### src/rtl/rng_roll_if.sv
// rtl/rng_roll_if.sv - button/clear inputs and roll result outputs of rng_roll_ctrl
// RNG_ROLL_COUNT_EN adds the roll_count signal.
interface rng_roll_if #(
    parameter int WIDTH = 10
);
    logic             btn;
    logic             clear;
    logic [WIDTH-1:0] random_num;
    logic             busy;
    logic             valid;
`ifdef RNG_ROLL_COUNT_EN
    logic [7:0]       roll_count;
`endif

    modport master (
        output btn,
        output clear,
        input  random_num,
        input  busy,
        input  valid
`ifdef RNG_ROLL_COUNT_EN
        , input roll_count
`endif
    );

    modport slave (
        input  btn,
        input  clear,
        output random_num,
        output busy,
        output valid
`ifdef RNG_ROLL_COUNT_EN
        , output roll_count
`endif
    );
endinterface

### src/rtl/rng_roll_ctrl.sv
// rtl/rng_roll_ctrl.sv - debounced push-button dice roll sequencer with free-running seed counter
// Optional feature macro: RNG_ROLL_COUNT_EN (saturating count of completed rolls).
module rng_roll_ctrl #(
    parameter int WIDTH        = 10,
    parameter int DEBOUNCE_CYC = 16,
    parameter int ROLL_CYC     = 8,
    parameter int ROLL_DIV     = 4
) (
    input  logic       clk,
    input  logic       rst,
    rng_roll_if.slave  bus
);
    localparam logic [1:0] S_IDLE = 2'd0;
    localparam logic [1:0] S_ROLL = 2'd1;
    localparam logic [1:0] S_HOLD = 2'd2;

    localparam int DB_W  = $clog2(DEBOUNCE_CYC);
    localparam int DIV_W = (ROLL_DIV > 1) ? $clog2(ROLL_DIV) : 1;
    localparam int RC_W  = $clog2(ROLL_CYC + 1);

    localparam logic [DB_W-1:0]  DB_LAST  = DB_W'(DEBOUNCE_CYC - 1);
    localparam logic [DIV_W-1:0] DIV_LAST = DIV_W'(ROLL_DIV - 1);
    localparam logic [RC_W-1:0]  RC_LOAD  = RC_W'(ROLL_CYC);

    logic [1:0]       state;
    logic [WIDTH-1:0] count;
    logic             btn_s1, btn_s, btn_db, btn_db_q;
    logic [DB_W-1:0]  db_cnt;
    logic [DIV_W-1:0] div_cnt;
    logic [RC_W-1:0]  roll_cnt;
    logic [WIDTH-1:0] random_num_r;
    logic             busy_r, valid_r;
    logic             press;
    logic             roll_done;

    assign press     = btn_db & ~btn_db_q;
    assign roll_done = (state == S_ROLL) && (div_cnt == DIV_LAST) && (roll_cnt == RC_W'(1));

    assign bus.random_num = random_num_r;
    assign bus.busy       = busy_r;
    assign bus.valid      = valid_r;

    always_ff @(posedge clk) begin
        if (rst) count <= '0;
        else     count <= count + WIDTH'(1);
    end

    // A level is accepted only after DEBOUNCE_CYC consecutive samples that differ from it.
    always_ff @(posedge clk) begin
        if (rst) begin
            btn_s1   <= 1'b0;
            btn_s    <= 1'b0;
            btn_db   <= 1'b0;
            btn_db_q <= 1'b0;
            db_cnt   <= '0;
        end else begin
            btn_s1   <= bus.btn;
            btn_s    <= btn_s1;
            btn_db_q <= btn_db;
            if (btn_s == btn_db) begin
                db_cnt <= '0;
            end else if (db_cnt == DB_LAST) begin
                btn_db <= btn_s;
                db_cnt <= '0;
            end else begin
                db_cnt <= db_cnt + DB_W'(1);
            end
        end
    end

    always_ff @(posedge clk) begin
        if (rst) begin
            state        <= S_IDLE;
            div_cnt      <= '0;
            roll_cnt     <= '0;
            random_num_r <= '0;
            busy_r       <= 1'b0;
            valid_r      <= 1'b0;
        end else if (bus.clear) begin
            state        <= S_IDLE;
            random_num_r <= '0;
            busy_r       <= 1'b0;
            valid_r      <= 1'b0;
        end else begin
            case (state)
                S_IDLE, S_HOLD: begin
                    if (press) begin
                        state    <= S_ROLL;
                        div_cnt  <= '0;
                        roll_cnt <= RC_LOAD;
                        busy_r   <= 1'b1;
                        valid_r  <= 1'b0;
                    end
                end
                S_ROLL: begin
                    // Presses arriving mid-roll are deliberately dropped.
                    if (div_cnt == DIV_LAST) begin
                        div_cnt      <= '0;
                        random_num_r <= count;
                        roll_cnt     <= roll_cnt - RC_W'(1);
                        if (roll_cnt == RC_W'(1)) begin
                            state   <= S_HOLD;
                            busy_r  <= 1'b0;
                            valid_r <= 1'b1;
                        end
                    end else begin
                        div_cnt <= div_cnt + DIV_W'(1);
                    end
                end
                default: state <= S_IDLE;
            endcase
        end
    end

`ifdef RNG_ROLL_COUNT_EN
    logic [7:0] roll_count_r;

    assign bus.roll_count = roll_count_r;

    // Survives clear; only rst returns it to zero.
    always_ff @(posedge clk) begin
        if (rst)
            roll_count_r <= '0;
        else if (!bus.clear && roll_done && (roll_count_r != 8'hFF))
            roll_count_r <= roll_count_r + 8'd1;
    end
`else
    logic unused_roll_done;
    assign unused_roll_done = roll_done;
`endif
endmodule

### src/flat_wrapper.sv
// flat-port wrapper written by rule: the top's interface ports become plain ports
module rng_roll_ctrl_flat 
#(
    parameter int WIDTH        = 10,
    parameter int DEBOUNCE_CYC = 16,
    parameter int ROLL_CYC     = 8,
    parameter int ROLL_DIV     = 4
)
  (clk, rst, bus_btn, bus_clear, bus_random_num, bus_busy, bus_valid);
  rng_roll_if #(.WIDTH(WIDTH)) bus_i ();
  input  logic clk;
  input  logic rst;
  input wire logic [$bits(bus_i.btn)-1:0] bus_btn;
  input wire logic [$bits(bus_i.clear)-1:0] bus_clear;
  output wire logic [$bits(bus_i.random_num)-1:0] bus_random_num;
  output wire logic [$bits(bus_i.busy)-1:0] bus_busy;
  output wire logic [$bits(bus_i.valid)-1:0] bus_valid;
  assign bus_i.btn = bus_btn;
  assign bus_i.clear = bus_clear;
  assign bus_random_num = bus_i.random_num;
  assign bus_busy = bus_i.busy;
  assign bus_valid = bus_i.valid;
  rng_roll_ctrl #(.WIDTH(WIDTH), .DEBOUNCE_CYC(DEBOUNCE_CYC), .ROLL_CYC(ROLL_CYC), .ROLL_DIV(ROLL_DIV)) u_core (.clk(clk), .rst(rst), .bus(bus_i));
endmodule
### config.mk
export PLATFORM = sky130hd
export DESIGN_NAME = rng_roll_ctrl_flat
export DESIGN_NICKNAME = d
export VERILOG_FILES = /design/src/rtl/rng_roll_if.sv /design/src/rtl/rng_roll_ctrl.sv /design/src/flat_wrapper.sv
export SDC_FILE = /design/constraint.sdc
export NUM_CORES = 1
export LEC_CHECK = 0
export CAP_MARGIN = 5
export CORE_ASPECT_RATIO = 0.5
export CORE_MARGIN = 1
export CORE_UTILIZATION = 47
export CTS_CLUSTER_DIAMETER = 60
export DETAILED_ROUTE_END_ITERATION = 7
export HOLD_SLACK_MARGIN = 0.02
export PLACE_DENSITY = 0.68
export SLEW_MARGIN = 10
export SYNTH_ARGS = -nofsm -noshare
export SYNTH_HDL_FRONTEND = slang
export SYNTH_SLANG_ARGS = --single-unit
export TNS_END_PERCENT = 5
### constraint.sdc
create_clock -name clk -period 2.25 [get_ports clk]
set_input_delay 0.3375 -clock clk [delete_from_list [all_inputs] [get_ports clk]]
set_output_delay 0.3375 -clock clk [all_outputs]
set_load 0.05 [all_outputs]
Word level (Yosys, flattened, before mapping)
Index checks and enable logic that the tools add are counted.
- register bits: 38
- output and inout bits: 12
- bits of input ports: 4
- word-level logic and storage cells: 58
- reduce and logical (&&, ||, !) cells: 11
- add/subtract/negate cells: 4
- equal/unequal tests: 9
- mux-type cells: 18
- bitwise gates (word level): 4
- operator list (kind ; count):
    10-bit by 1-bit adder with 10-bit output, second input constant ; 1
    2-bit 2-to-1 mux ; 5
    4-bit 2-to-1 mux ; 2
    2-bit case mux with 2 select lines ; 2
    4-bit case mux with 2 select lines ; 1
    4-bit AND reduction ; 2
    1-bit 2-to-1 mux ; 6
    3-bit AND reduction ; 2
    4-bit by 1-bit adder with 4-bit output, second input constant ; 1
    2-bit equality test, second input constant ; 2
    4-bit by 1-bit equality test with 1-bit output, second input constant ; 1
    4-bit equality test, second input constant ; 1
    2-bit inequality test, second input constant ; 2
    1-bit case mux with 2 select lines ; 2
    2-bit AND reduction ; 2
    2-bit OR reduction ; 2
    4-bit by 1-bit subtractor with 4-bit output, second input constant ; 1
    1-bit NOT ; 3
    3-bit OR reduction ; 1
    2-bit by 1-bit adder with 2-bit output, second input constant ; 1
    2-bit by 1-bit equality test with 1-bit output, second input constant ; 1
    2-bit zero test ; 1
    2-bit by 1-bit inequality test with 1-bit output, second input constant ; 1
    2-bit nonzero test ; 1
    2 further kinds ; 2

Logic depth before layout (Yosys ltp)
- word-level depth: 4
- mapped depth: 5
- depth with buffers taken out: 5

Worst setup path before layout
OpenSTA, ideal clock, no wires.
- kind: flip-flop to flip-flop
- from: register u_core.div_cnt[0]
- to: register u_core.roll_cnt[2]
- data arrival time: 1265 ps
- stages on the path, launching flop included: 6
- slack: 854 ps
- library setup time: 131 ps
- clock period less this slack: 1396 ps
- required time: 2119 ps
- path buffers: 1
- path through: dfxtp_1 -> ha_1 -> nor4bb_1 -> clkbuf_1 -> o221ai_1 -> nor3b_1
- longest elaborated chain between the ends: 3
- RTL lines (what ; RTL line ; text):
    start: declaration ; rng_roll_ctrl.sv:29 ; logic [DIV_W-1:0] div_cnt;
    start signal: assignment ; rng_roll_ctrl.sv:107 ; div_cnt <= div_cnt + DIV_W'(1);
    2-bit equality test ; -- ;
    2-bit inequality test (no source line) ; -- ;
    4-bit AND reduction (no source line) ; -- ;
    end signal: assignment ; rng_roll_ctrl.sv:100 ; roll_cnt <= roll_cnt - RC_W'(1);
    end: declaration ; rng_roll_ctrl.sv:30 ; logic [RC_W-1:0] roll_cnt;
No other way between the ends.
A chain may end at the register's enable or synchronous reset.

Final worst setup path
- from: register u_core.busy_r (netlist: u_core.bus.busy)
- to: output port bus_busy
- RTL lines (what ; RTL line ; text):
    start: declaration ; rng_roll_ctrl.sv:32 ; logic busy_r, valid_r;
    start signal: assignment ; rng_roll_ctrl.sv:77 ; busy_r <= 1'b0;
    start signal: assignment ; rng_roll_ctrl.sv:82 ; busy_r <= 1'b0;
    start signal: assignment ; rng_roll_ctrl.sv:91 ; busy_r <= 1'b1;
    end: declaration ; flat_wrapper.sv:16 ; output wire logic [$bits(bus_i.busy)-1:0] bus_busy;
No word-level cell between the ends.

==> metrics <==
CTS clk-pin slew, worst paths 80 ps; 1st-pass router iterations 4; slowest cell on the critical path clkdlybuf4s50_1; post-synthesis adder-cell area fraction 0.04105; routing usage on met3 0.06739; Synth Flop Type dfxtp_1; layout net count 184; synthesized cell area 0.001524 mm^2; GRT overflow 0; number of enable flip-flop cells after synthesis 0; clock sink count 38; kind of end point of the critical path primary output; minimum clock period 1767 ps; Data arrival, critical path 1430 ps; most common cell after layout, fill and taps aside dfxtp_1; die area 0.003488 mm^2; Yosys cell types 39; largest net degree at the start of global routing 20; chip width 82.53 um; WP depth 1; fillers 286; Die Span Y 42.27 um; Post-synth ARST share 0; via-per-instance ratio 5.292; post-route ant nets 0; synth warn 0; Worst Tran Pin Value 689.7 ps; initial DRC count 73; Synth Area in XOR/XNOR 0.03448; register area 760.7 um^2; register area share after synthesis 0.4992; met2 global-route usage 0.2413; largest family of logic cells by synthesized area simple AND/OR/NAND/NOR gates; slowest cell delay on critical path 810 ps; TritonCTS clock tree yes; H-tree levels 2; utilization after layout 0.5940; met1 Usage GRT 0.2537; Placer Congestion 0.7028; IO Port Bufs 15; Compound-Gate Fraction of Synth Area 0.09852; antenna violations before repair 0; hold buffers post-CTS 0; DPL Wire Length 1860 um; vias in the first global route 989; share of the synthesized area in the top cell type 0.4992; Num CTS Buffers 5; outcome complete, no violations; RSZ-0062 raised after global routing false; ANT cells 0; post-synthesis mux area share 0.07225; WL final 2748 um; first-pass GRT wire length 4547 um; Mapped Cells 156; Avg Cell Area, Syn 9.769 um^2; gr busiest metal met1; R2R cell count 4; Post-Syn Nets 165; Via Count 1143; Final Power 1.199 mW; Critical Path Start Type register; clock latency on the worst-skew pair 290 ps; Worst path top cell family by delay buffers and inverters; synthesized flop and latch total 38; worst-path maximum fanout 2; largest cells by area after synthesis dfxtp_1 (50%), mux2i_1 (7.2%), nor2_1 (5.2%); Power Density 662.0 mW/mm^2; simple logic cell fraction of the synthesized area 0.2266; gr usage total 0.1789; Core Area 0.003048 mm^2; area of the multi-input gates 720.7 um^2; max-slew violations 0; Worst slew margin 0.5388; area grow syn2layout 18.80%; Hold WS 450.4 ps; Post-CTS Setup Bufs 0; Fin Clk Skew 6.858 ps; Final Hold Vio Count 0; Worst VDD drop 0.4687 mV; crit-path cells clkdlybuf4s50_1; WHS Path Cells 1; # Max-Cap Violations 0; Wirelength per Cell 12.72 um; crit path kind reg -> out; commonest cells after routing, fill and taps aside dfxtp_1 (38), nor2_1 (21), clkdlybuf4s50_1 (15), a21oi_1 (12), mux2i_1 (11); Synth area leader dfxtp_1; clk buf depth 2; clk root buf clkbuf_8; Buffers & Inverters on Critical Path 1; leakage 0.7077 nW; share of layout cells above drive strength 1 0.09091; DRC 0; post-CTS sizing 0; CP required 1910 ps; final worst-path cycle share 0.7853; Row Count 14; setup TNS 0 ps; Final setup viols 0; Min-Delay Path Class reg -> reg; io pins 16; Starting Density 0.5000; FMAX 0.5660 GHz
==> cells by family (layout without fill, tap and decap cells) <==
kind of cell	count (synthesis)	in the layout
mux	11	11
flops	38	38
compound gates	25	25
xor+xnor	6	6
simple gates	60	60
fa+ha+maj	5	5
buf+inv	11	31
==> final cells by class <==
cell class,instances,share of cell area
clock buffers,7,0.04768
clock inverters,1,0.002764
inverters,6,0.01244
multi-input cells,107,0.3981
flip-flops and latches,38,0.4202
well taps,40,0.02764
repair buffers,17,0.09122
==> synthesized netlist by cell type (3+ instances only) <==
library cell   n
o21ai_0        5
nor2b_1        5
a21oi_1       12
ha_1           5
or3_1          6
dfxtp_1       38
mux2i_1       11
xnor2_1        4
inv_1          6
nand3_1        4
nor2_1        21
nand2b_1       4
clkbuf_1       3
==> where the power goes <==
part           total, mW  switching, mW  internal, mW  leakage [nW]
logic             0.0321         0.0174        0.0146         0.352
clock network      0.480          0.233         0.247        0.0482
registers          0.687        0.00757         0.679         0.307
==> sequential cells by signal (all words and copies together), names as in the netlist <==
name / flops
u_core.div_cnt: 2
u_core.count: 10
u_core.btn_db_q: 1
u_core.btn_s: 1
u_core.db_cnt: 4
u_core.btn_s1: 1
u_core.btn_db: 1
u_core.roll_cnt: 4
u_core.bus.valid: 1
u_core.state: 2
u_core.bus.random_num: 10
u_core.bus.busy: 1
==> stage by stage <==
step / cell area [um^2] / setup slack, ps / cells
2_1_floorplan: 1524 / 853.8 / 156
3_3_place_gp: 1719 / 432.4 / 208
3_5_place_dp: 1719 / 316.0 / 208
4_1_cts: 1810 / 474.8 / 216
5_1_grt: 1810 / 443.1 / 216
6_report: 1810 / 483.1 / 216
==> layer usage <==
| metal | share of wire | wire length [um] | up-vias |
|---|---|---|---|
| met5 | 0 | 0 | - |
| met4 | 0.0073 | 20 | 0 |
| met3 | 0.041 | 113 | 2 |
| met2 | 0.41 | 1132 | 17 |
| met1 | 0.54 | 1482 | 541 |
| li1 | - | - | 583 |
==> final timing paths <==
kind,from,end,slack (ps)
setup / recovery,u_core.bus.busy,bus_busy,480
hold / removal,u_core.db_cnt[0],u_core.db_cnt[0],450
setup reg to reg,u_core.div_cnt[0],u_core.bus.random_num[9],650
hold reg to reg,u_core.db_cnt[0],u_core.db_cnt[0],450
(Power assumes the default switching activity.)
